**config.mk**
```make
export PLATFORM = sky130hd
export DESIGN_NAME = grid_display_fetch
export DESIGN_NICKNAME = d
export VERILOG_FILES = /design/src/rtl/hpp_pkg.sv /design/src/rtl/grid_addr_calc.sv /design/src/rtl/grid_display_fetch.sv
export SDC_FILE = /design/constraint.sdc
export NUM_CORES = 1
export LEC_CHECK = 0
export BUFFER_PORTS_ARGS = -buffer_cell sky130_fd_sc_hd__buf_2
export CELL_PAD_IN_SITES_DETAIL_PLACEMENT = 0
export CELL_PAD_IN_SITES_GLOBAL_PLACEMENT = 1
export CORE_MARGIN = 4
export CORE_UTILIZATION = 44
export DETAILED_ROUTE_END_ITERATION = 6
export HOLD_SLACK_MARGIN = 0.15
export PLACE_DENSITY = 0.83
export SLEW_MARGIN = 15
export SYNTH_ARGS = -nofsm -noshare
export SYNTH_HDL_FRONTEND = slang
export SYNTH_SLANG_ARGS = --single-unit
export TNS_END_PERCENT = 20
```
**constraint.sdc**
```tcl
create_clock -name clock -period 4.8 [get_ports clock]
set_input_delay 0.96 -clock clock [delete_from_list [all_inputs] [get_ports clock]]
set_output_delay 0.96 -clock clock [all_outputs]
set_load 0.01 [all_outputs]
```
**src/rtl/hpp_pkg.sv**
```systemverilog
// Shared grid geometry, grid_info bit layout and port-arbiter state encoding for the
// pixel pipeline and the simulation engine.
package hpp_pkg;

   localparam int unsigned CELL_LOG2 = 2;
   localparam int unsigned GRID_W    = 160;
   localparam int unsigned GRID_H    = 120;
   localparam int unsigned ADDR_W    = 15;
   localparam int unsigned PIX_W     = 10;
   localparam int unsigned X_MAX     = (GRID_W << CELL_LOG2) - 1;

   // grid_info = {obstacle, a, b, c, d}
   localparam int unsigned OBST = 4;
   localparam int unsigned A    = 3;
   localparam int unsigned B    = 2;
   localparam int unsigned C    = 1;
   localparam int unsigned D    = 0;
   localparam int unsigned GI_W = OBST + 1;

   typedef enum logic [1:0] {
      StDisplay = 2'd0,
      StSim     = 2'd1,
      StHold    = 2'd2
   } arb_state_e;

endpackage

```
**src/rtl/grid_addr_calc.sv**
```systemverilog
// Pixel coordinate to grid-cell address: lookahead on x with clamp to the last column,
// shift down to cell units, row * 160 done as (row << 7) + (row << 5).
module grid_addr_calc
   import hpp_pkg::*;
#(
   parameter int unsigned PREFETCH = 2
) (
   input  logic [PIX_W-1:0]  x,
   input  logic [PIX_W-1:0]  y,
   output logic [ADDR_W-1:0] addr
);

   logic [PIX_W:0]    px_sum;
   logic [PIX_W-1:0]  px;
   logic [ADDR_W-1:0] row;
   logic [ADDR_W-1:0] col;

   always_comb begin
      px_sum = {1'b0, x} + (PIX_W + 1)'(PREFETCH);
      px     = (px_sum > (PIX_W + 1)'(X_MAX)) ? PIX_W'(X_MAX) : px_sum[PIX_W-1:0];
      col    = ADDR_W'(px >> CELL_LOG2);
      row    = ADDR_W'(y >> CELL_LOG2);
      addr   = (row << 7) + (row << 5) + col;
   end

endmodule

```
**src/rtl/grid_display_fetch.sv**
```systemverilog
// Display-side grid fetch and single-port arbiter: display reads the bank on screen,
// the simulation engine gets a bounded window after enter_v_front, banks swap on sim_done.
module grid_display_fetch
   import hpp_pkg::*;
#(
   parameter int unsigned PREFETCH   = 2,
   parameter int unsigned SIM_WINDOW = 35000
) (
   input  logic              clock,
   input  logic              reset,
   input  logic [PIX_W-1:0]  next_x,
   input  logic [PIX_W-1:0]  next_y,
   input  logic              enter_v_front,
   output logic [ADDR_W-1:0] mem_addr,
   output logic              mem_bank,
   input  logic [GI_W-1:0]   mem_rdata,
   output logic [GI_W-1:0]   grid_info,
   output logic              sim_grant,
   input  logic [ADDR_W-1:0] sim_addr,
   input  logic              sim_done,
   output logic              frame_tick,
   output logic              underrun,
   input  logic              clear_underrun
);

   localparam int unsigned CNT_W = $clog2(SIM_WINDOW + 1);

   arb_state_e        state_q;
   logic [CNT_W-1:0]  cnt_q;
   logic              rd_valid_q;
   logic [ADDR_W-1:0] disp_addr;

   grid_addr_calc #(
      .PREFETCH (PREFETCH)
   ) u_addr_calc (
      .x    (next_x),
      .y    (next_y),
      .addr (disp_addr)
   );

   always_ff @(posedge clock or posedge reset) begin
      if (reset) begin
         state_q    <= StDisplay;
         cnt_q      <= '0;
         rd_valid_q <= 1'b0;
         mem_addr   <= '0;
         mem_bank   <= 1'b0;
         grid_info  <= '0;
         sim_grant  <= 1'b0;
         frame_tick <= 1'b0;
         underrun   <= 1'b0;
      end else begin
         frame_tick <= 1'b0;
         // rd_valid_q marks that mem_addr was last loaded from the display path, so the
         // first read after a simulation window is not shown.
         rd_valid_q <= (state_q == StDisplay);
         grid_info  <= (state_q == StDisplay && rd_valid_q) ? mem_rdata : '0;
         if (clear_underrun) begin
            underrun <= 1'b0;
         end

         case (state_q)
            StDisplay: begin
               mem_addr <= disp_addr;
               if (enter_v_front) begin
                  state_q   <= StSim;
                  sim_grant <= 1'b1;
                  cnt_q     <= CNT_W'(SIM_WINDOW - 1);
               end
            end
            StSim: begin
               mem_addr <= sim_addr;
               if (sim_done) begin
                  sim_grant  <= 1'b0;
                  mem_bank   <= ~mem_bank;
                  frame_tick <= 1'b1;
                  // Done on the last window cycle skips HOLD altogether.
                  if (cnt_q == '0) begin
                     state_q <= StDisplay;
                  end else begin
                     state_q <= StHold;
                     cnt_q   <= cnt_q - 1'b1;
                  end
               end else if (cnt_q == '0) begin
                  state_q   <= StDisplay;
                  sim_grant <= 1'b0;
                  underrun  <= 1'b1;
               end else begin
                  cnt_q <= cnt_q - 1'b1;
               end
            end
            StHold: begin
               mem_addr <= disp_addr;
               if (cnt_q == '0) begin
                  state_q <= StDisplay;
               end else begin
                  cnt_q <= cnt_q - 1'b1;
               end
            end
            default: begin
               state_q   <= StDisplay;
               sim_grant <= 1'b0;
            end
         endcase
      end
   end

endmodule
```
==> results of run 1 <==
[synth_stat cells (4+ instances only)]
cell	n
sky130_fd_sc_hd__xor2_1	6
sky130_fd_sc_hd__ha_1	23
sky130_fd_sc_hd__xnor2_1	11
sky130_fd_sc_hd__nand3_1	9
sky130_fd_sc_hd__a21oi_1	14
sky130_fd_sc_hd__mux2i_1	5
sky130_fd_sc_hd__nor2b_1	4
sky130_fd_sc_hd__nand2b_1	5
sky130_fd_sc_hd__a31oi_1	5
sky130_fd_sc_hd__a211oi_1	8
sky130_fd_sc_hd__nor2_1	20
sky130_fd_sc_hd__and3_1	11
sky130_fd_sc_hd__inv_1	23
sky130_fd_sc_hd__nand4_1	4
sky130_fd_sc_hd__o31ai_1	5
sky130_fd_sc_hd__dfrtp_1	43
sky130_fd_sc_hd__o21ai_0	27
sky130_fd_sc_hd__or3_1	11
sky130_fd_sc_hd__o21a_1	4
sky130_fd_sc_hd__nor3_1	10
sky130_fd_sc_hd__o211ai_1	4
sky130_fd_sc_hd__nand2_1	13
sky130_fd_sc_hd__clkbuf_1	11
[path summary, 6_finish.rpt]
kind                       slack [ns]                       end  depth (start not counted)
min in group asynchronous        0.79      cnt_q[6]$_DFFE_PP0P_                          3
max                              1.04  mem_addr[13]$_DFFE_PP0P_                         13
max reg2reg                      2.13      cnt_q[7]$_DFFE_PP0P_                          7
min                              0.48      mem_bank$_DFFE_PP0P_                          1
max in group asynchronous        3.62   mem_addr[2]$_DFFE_PP0P_                          3
min reg2reg                      0.48      mem_bank$_DFFE_PP0P_                          1
[flip-flops by register name, indices dropped and copies added (netlist names)]
| name | count |
|---|---|
| grid_info | 5 |
| rd_valid_q | 1 |
| cnt_q | 16 |
| mem_addr | 15 |
| underrun | 1 |
| state_q | 2 |
| frame_tick | 1 |
| mem_bank | 1 |
| sim_grant | 1 |
[cells by family (layout without fill, tap and decap cells)]
logic type / count (synthesis) / in the layout / synth area share
XOR/XNOR: 17 / 17 / 0.0501
flip-flops: 43 / 43 / 0.362
AO/OA/AOI/OAI: 95 / 95 / 0.217
buffers and inverters: 36 / 98 / 0.0459
multiplexers: 7 / 7 / 0.0244
adder cells (fa/ha/maj): 25 / 25 / 0.110
AND/OR/NAND/NOR: 104 / 104 / 0.190
[power by group through the flow]
stage | Combinational (uW) | Sequential [uW] | Clock, uW
floorplan | 470 | 593 | 0
global placement | 721 | 558 | 0
detailed placement | 739 | 560 | 0
CTS | 742 | 554 | 257
global route | 829 | 570 | 267
finish | 735 | 554 | 243
[critical path: stages]
cell and delay, ns:
sky130_fd_sc_hd__buf_2 0.16, sky130_fd_sc_hd__ha_1 0.34, sky130_fd_sc_hd__nand4_1 0.14, sky130_fd_sc_hd__mux2_2 0.28
sky130_fd_sc_hd__inv_1 0.06, sky130_fd_sc_hd__fa_1 0.54, sky130_fd_sc_hd__inv_1 0.07, sky130_fd_sc_hd__ha_1 0.31
sky130_fd_sc_hd__a211oi_1 0.37, sky130_fd_sc_hd__o21ai_0 0.17, sky130_fd_sc_hd__a31oi_1 0.24, sky130_fd_sc_hd__mux2i_1 0.21
sky130_fd_sc_hd__o211a_1 0.15
[per-stage QoR]
step,total power [uW],util,instances
floorplan,1060,-,327
detailed placement,1300,0.519,458
global placement,1280,0.519,458
CTS,1550,0.534,466
global route,1670,0.534,466
finish,1530,0.534,466
[routing by layer]
metal  global-route usage  part of all wire
met1                0.236              0.46
met2                0.307              0.47
met3               0.0376             0.052
met4               0.0293            0.0085
met5                    0                 0
[cell type report]
cell class	instances	area (sq um)
Timing Repair Buffer	67	338
Multi-Input combinational cell	248	1760
Sequential cell	43	1080
Tap cell	77	96.3
Fill cell	607	3010
Clock buffer	5	68.8
Inverter	23	86.3
Clock inverter	3	23.8
==> out/summary.md, run 1 <==
* **share of layout cells above drive strength 1** 0.216
* **detailed-route vias per instance** 5.70
* **Post CTS Setup Buffer Count** 0
* **first-pass GRT wire length** 12500 um
* **overall die area** 8130 sq um
* **initial cell density of the core** 0.460
* **post-route setup slack** 1.04 ns
* **number of cell rows** 29
* **switching share of total power** 0.430
* **Final Cell Area** 3450 sq um
* **Critical Path AT** 4.01 ns
* **cell area power density** 445 nW/um^2
* **commonest non-fill, non-tap cell in the layout** sky130_fd_sc_hd__buf_2
* **IO Pins** 69
* **highest attainable clock frequency** 266 MHz
* **Diodes inserted** 0
* **post-synthesis register bit count** 43
* **wire length after detailed routing** 7150 um
* **Inserted Clock Buffers** 5
* **run status** finished clean
* **routed via count** 2654
* **unique cell type count in the Yosys netlist** 55
* **First DRT Iteration DRCs** 88
* **startpoint type of the worst setup path** input port
* **Max Cap Viol** 0
* **die height** 90.1 um
* **width of the chip** 90.1 um
* **per-instance average area after synthesis** 9.08 sq um
* **IR drop worst, VDD** 0.399 mV
* **fraction of registers with async set/reset** 1.00
* **number of flops mapped to enable cells by yosys** 0
* **CTS clk-pin slew, worst paths** 0.09 ns
* **number of instances resized during post-cts repair** 0
* **vias in the first global route** 2690
* **count of warnings emitted by yosys** 0
* **count of clock tree sinks** 43
* **commonest cells after routing, fill and taps aside** sky130_fd_sc_hd__buf_2, sky130_fd_sc_hd__dfrtp_1, sky130_fd_sc_hd__o21ai_0, sky130_fd_sc_hd__ha_1, sky130_fd_sc_hd__inv_1
* **number of max-slew violations in the final report** 0
* **gr usage total** 0.179
* **PortBufs** 66
* **setup violation total in the final timing report** 0
* **CP Launch Point** next_x[1]
* **portion of total power attributed to sequential cells** 0.362
* **Synth area leaders** sky130_fd_sc_hd__dfrtp_1, sky130_fd_sc_hd__ha_1, sky130_fd_sc_hd__o21ai_0
* **Leakage Power** 0.00156 uW
* **net count after synthesis** 397
* **worst slew slack as a fraction of its limit** 0.432
* **share of total power in the clock network** 0.159
* **number of remaining DRC errors** 0
* **cts hold-fix bufs** 0
* **final hold violation count** 0
* **GP Congestion** 0.828
* **antenna-violating nets left** 0
* **proportion of synthesized chip area in sequential cells** 0.362
* **maximum count of clock buffers along a single path** 2
* **endpoint type of the worst setup path** register
* **main flop type after synthesis** sky130_fd_sc_hd__dfrtp_1
* **Post-Synthesis Cell Area** 2970 sq um
* **worst-case setup slack after placement** 0.734 ns
* **initial antenna violation count** 0
* **synthesis-to-finish area growth** 16.1%
* **post-synthesis cell count** 327
* **power share of the combinational group** 0.480
* **area after detailed placement** 3350 sq um
* **fraction of the cycle the final worst path needs** 0.784
* **clock tree root buffer cell** sky130_fd_sc_hd__clkbuf_8
* **most area-hungry cell type in the Yosys netlist** sky130_fd_sc_hd__dfrtp_1
* **net total in the final layout** 458
* **clock period minus final worst setup slack** 3.76 ns
* **maximum number of pins on one net before global-route repair** 44
* **TritonRoute pass-1 iters** 4
* **peak fanout along the critical path** 8
* **remaining global-route overflow** 0
* **TritonCTS clock tree** built
* **Cell Int Power** 874 uW
* **WHS** 0.476 ns
* **H-tree level count** 2
* **Total Neg Setup Slack** 0 ns
* **Worst R2R Start** state_q[0]$_DFFE_PP0P_
* **clock latency reported for the late side of the worst-skew pair** 0.30 ns
* **Data required, critical path** 5.05 ns
* **proportion of netlist area held by the largest area contributor** 0.362
* **Worst Skew** 0.00765 ns
* **post-detailed-route wirelength per cell** 15.3 um
* **sum of net half-perimeters after detailed placement** 5240 um
* **Setup Crit Path Kind** input port to register
* **Core Area** 6460 sq um
* **Net Sw Power** 659 uW
* **Worst Min Path Start** mem_bank$_DFFE_PP0P_
* **RSZ-0062 raised after global routing** false
* **HP Class** register to register
* **Worst Max-Slew Pin Slew** 0.849 ns
No activity file was read; power rests on OpenSTA's default activity.
==> run 2, diff against run 1 <==
Settings changed: CORE_UTILIZATION 44 to 37, PLACE_DENSITY 0.83 to 0.74.
Clock period 4.8 ns to 3.15 ns, I/O delays scaled along.
==> run 2 against run 1 <==
Wire length rose by 4.8%. Count of clock-buffer cells in the layout unchanged. Hold slack got worse by 0.013 ns. Critical path depth unchanged. Largest cell class unchanged. Sequential share of layout area down 2.0 points. Global-route usage shrank 2.0 points. Via count up 2.6%. Cell area up 6.9%. Combinational power increased by 62%. Die area is 17% higher. Critical endpoint is now mem_addr[11]$_DFFE_PP0P_. Sequential cell count unchanged. Setup slack got worse by 0.92 ns. Critical path type unchanged.
==> out/summary.md, run 2 (synthesized netlist as in run 1, its figures left out) <==
* **HP Class** register to register
* **clock latency reported for the late side of the worst-skew pair** 0.30 ns
* **GP Congestion** 0.813
* **PortBufs** 66
* **Core Area** 7770 sq um
* **peak fanout along the critical path** 3
* **antenna-violating nets left** 0
* **worst-case setup slack after placement** -0.292 ns
* **share of layout cells above drive strength 1** 0.277
* **sum of net half-perimeters after detailed placement** 5680 um
* **detailed-route vias per instance** 5.34
* **commonest cells after routing, fill and taps aside** sky130_fd_sc_hd__buf_2, sky130_fd_sc_hd__dfrtp_1, sky130_fd_sc_hd__o21ai_0, sky130_fd_sc_hd__inv_1, sky130_fd_sc_hd__ha_1
* **number of remaining DRC errors** 0
* **Top Registers** cnt_q (16), mem_addr (15), grid_info (5)
* **Post CTS Setup Buffer Count** 0
* **maximum count of clock buffers along a single path** 2
* **clock tree root buffer cell** sky130_fd_sc_hd__clkbuf_8
* **CP delay by family, top** adder cells
* **setup violation total in the final timing report** 0
* **count of clock tree sinks** 43
* **count of buffering cells on the critical path with inverters included** 3
* **maximum number of pins on one net before global-route repair** 44
* **die height** 97.6 um
* **commonest non-fill, non-tap cell in the layout** sky130_fd_sc_hd__buf_2
* **layout filler cell count** 782
* **post-detailed-route wirelength per cell** 14.7 um
* **IO Pins** 69
* **worst slew slack as a fraction of its limit** 0.376
* **initial cell density of the core** 0.382
* **Worst Max-Slew Pin Slew** 0.935 ns
* **startpoint type of the worst setup path** input port
* **post-route setup slack** 0.115 ns
* **number of flip-flops under the largest register name** 16
* **number of cells after detailed placement** 502
* **Inserted Clock Buffers** 5
* **Critical Path AT** 3.23 ns
* **width of the chip** 97.6 um
* **TritonCTS clock tree** built
* **first-pass GRT wire length** 12700 um
* **First DRT Iteration DRCs** 106
* **cell with the most instances on the worst path** sky130_fd_sc_hd__inv_1
* **area after detailed placement** 3550 sq um
* **overall die area** 9520 sq um
* **vias in the first global route** 2686
* **synthesis-to-finish area growth** 24.1%
* **remaining global-route overflow** 0
* **Critical Path Max Stage Delay** 0.56 ns
* **H-tree level count** 2
* **net total in the final layout** 477
* **Power Total** 2470 uW
* **TritonRoute pass-1 iters** 4
* **fraction of the cycle the final worst path needs** 0.964
* **Max Cap Viol** 0
* **Total Neg Setup Slack** 0 ns
* **Setup Crit Path Kind** input port to register
* **Worst Skew** 0.0139 ns
* **clock period minus final worst setup slack** 3.04 ns
* **endpoint type of the worst setup path** register
* **CTS clk-pin slew, worst paths** 0.09 ns
* **post-route non-filler standard cell count** 510
* **RSZ-0062 raised after global routing** true
* **IR drop worst, VDD** 0.355 mV
* **cell area power density** 671 nW/um^2
* **Final Cell Area** 3680 sq um
* **highest attainable clock frequency** 329 MHz
* **cells along the critical path** buf_2 > and4_4 > nand4_1 > mux2_4 > inv_1 > fa_2 > inv_1 > ha_1 > a211oi_4 > o21bai_1 > a21oi_1 > xor2_1 > a221oi_1
* **Diodes inserted** 0
* **routed via count** 2723
* **final hold violation count** 0
* **Critical Path Slowest Stage Cell** sky130_fd_sc_hd__fa_2
* **initial antenna violation count** 0
* **Leakage Power** 0.00169 uW
* **run status** finished clean
* **Data required, critical path** 3.35 ns
* **gr usage total** 0.159
* **number of max-slew violations in the final report** 0
* **wire length after detailed routing** 7490 um
* **register bank with the most flops** cnt_q
* **number of cell rows** 32
-- run 2: cell types whose count changed in the layout (fill, tap and decap cells not counted), sizes merged --
cell	before	now
clkinv	1	2
bufinv	0	1
clkinvlp	2	0
buf	67	86
-- run 2: final timing paths --
| kind | end | startpoint | slack, ns | cells after the start |
|---|---|---|---|---|
| hold / removal | mem_bank$_DFFE_PP0P_ | mem_bank$_DFFE_PP0P_ | 0.46 | 1 |
| hold reg to reg | mem_bank$_DFFE_PP0P_ | mem_bank$_DFFE_PP0P_ | 0.46 | 1 |
| setup / recovery | mem_addr[11]$_DFFE_PP0P_ | next_x[4] | 0.11 | 13 |
| max in group asynchronous | cnt_q[4]$_DFFE_PP0P_ | reset | 2.02 | 2 |
| setup reg to reg | cnt_q[8]$_DFFE_PP0P_ | state_q[0]$_DFFE_PP0P_ | 0.88 | 7 |
| min in group asynchronous | mem_addr[12]$_DFFE_PP0P_ | reset | 0.53 | 2 |
-- run 2: final cells by class --
class / count / area (sq um) / area share
well taps: 102 / 128 / 0.0346
flip-flops and latches: 43 / 1080 / 0.292
repair buffers: 86 / 480 / 0.130
inverters: 23 / 86.3 / 0.0234
clock inverters: 3 / 43.8 / 0.0119
multi-input cells: 248 / 1800 / 0.489
clock buffers: 5 / 68.8 / 0.0187
-- run 2: stage by stage --
| stage | hold slack, ns | util |
|---|---|---|
| 2_1_floorplan | 0.450 | - |
| 3_3_place_gp | 0.452 | 0.457 |
| 4_1_cts | 0.471 | 0.472 |
| 3_5_place_dp | 0.453 | 0.457 |
| 5_1_grt | 0.496 | 0.474 |
| 6_report | 0.463 | 0.474 |
-- run 2: worst register-to-register path, cell delays in order (launching register included) --
cell and delay [ns]:
sky130_fd_sc_hd__dfrtp_1 0.44, sky130_fd_sc_hd__inv_1 0.09, sky130_fd_sc_hd__ha_1 0.42, sky130_fd_sc_hd__mux2i_1 0.15
sky130_fd_sc_hd__or3_4 0.43, sky130_fd_sc_hd__a2111oi_2 0.40, sky130_fd_sc_hd__xnor2_1 0.16, sky130_fd_sc_hd__nor2_1 0.05
-- run 2: metal layers --
layer  track usage  vias to the layer above  share of wire
met3        0.0302                        5          0.044
met4        0.0383                        0         0.0060
met5             0                        -              0
met2         0.266                       54           0.48
li1              -                     1359              -
met1         0.213                     1305           0.47
-- run 2: power by group --
group | internal, uW | total, uW | switching, uW
combinational | 494 | 1190 | 692
clock | 237 | 444 | 207
sequential | 729 | 843 | 114
-- run 2: timing repair --
action | 4_1_cts | 5_1_grt
resized for setup | 0 | 4
hold buffers | 0 | 0
endpoints found under the setup margin | 0 | 3
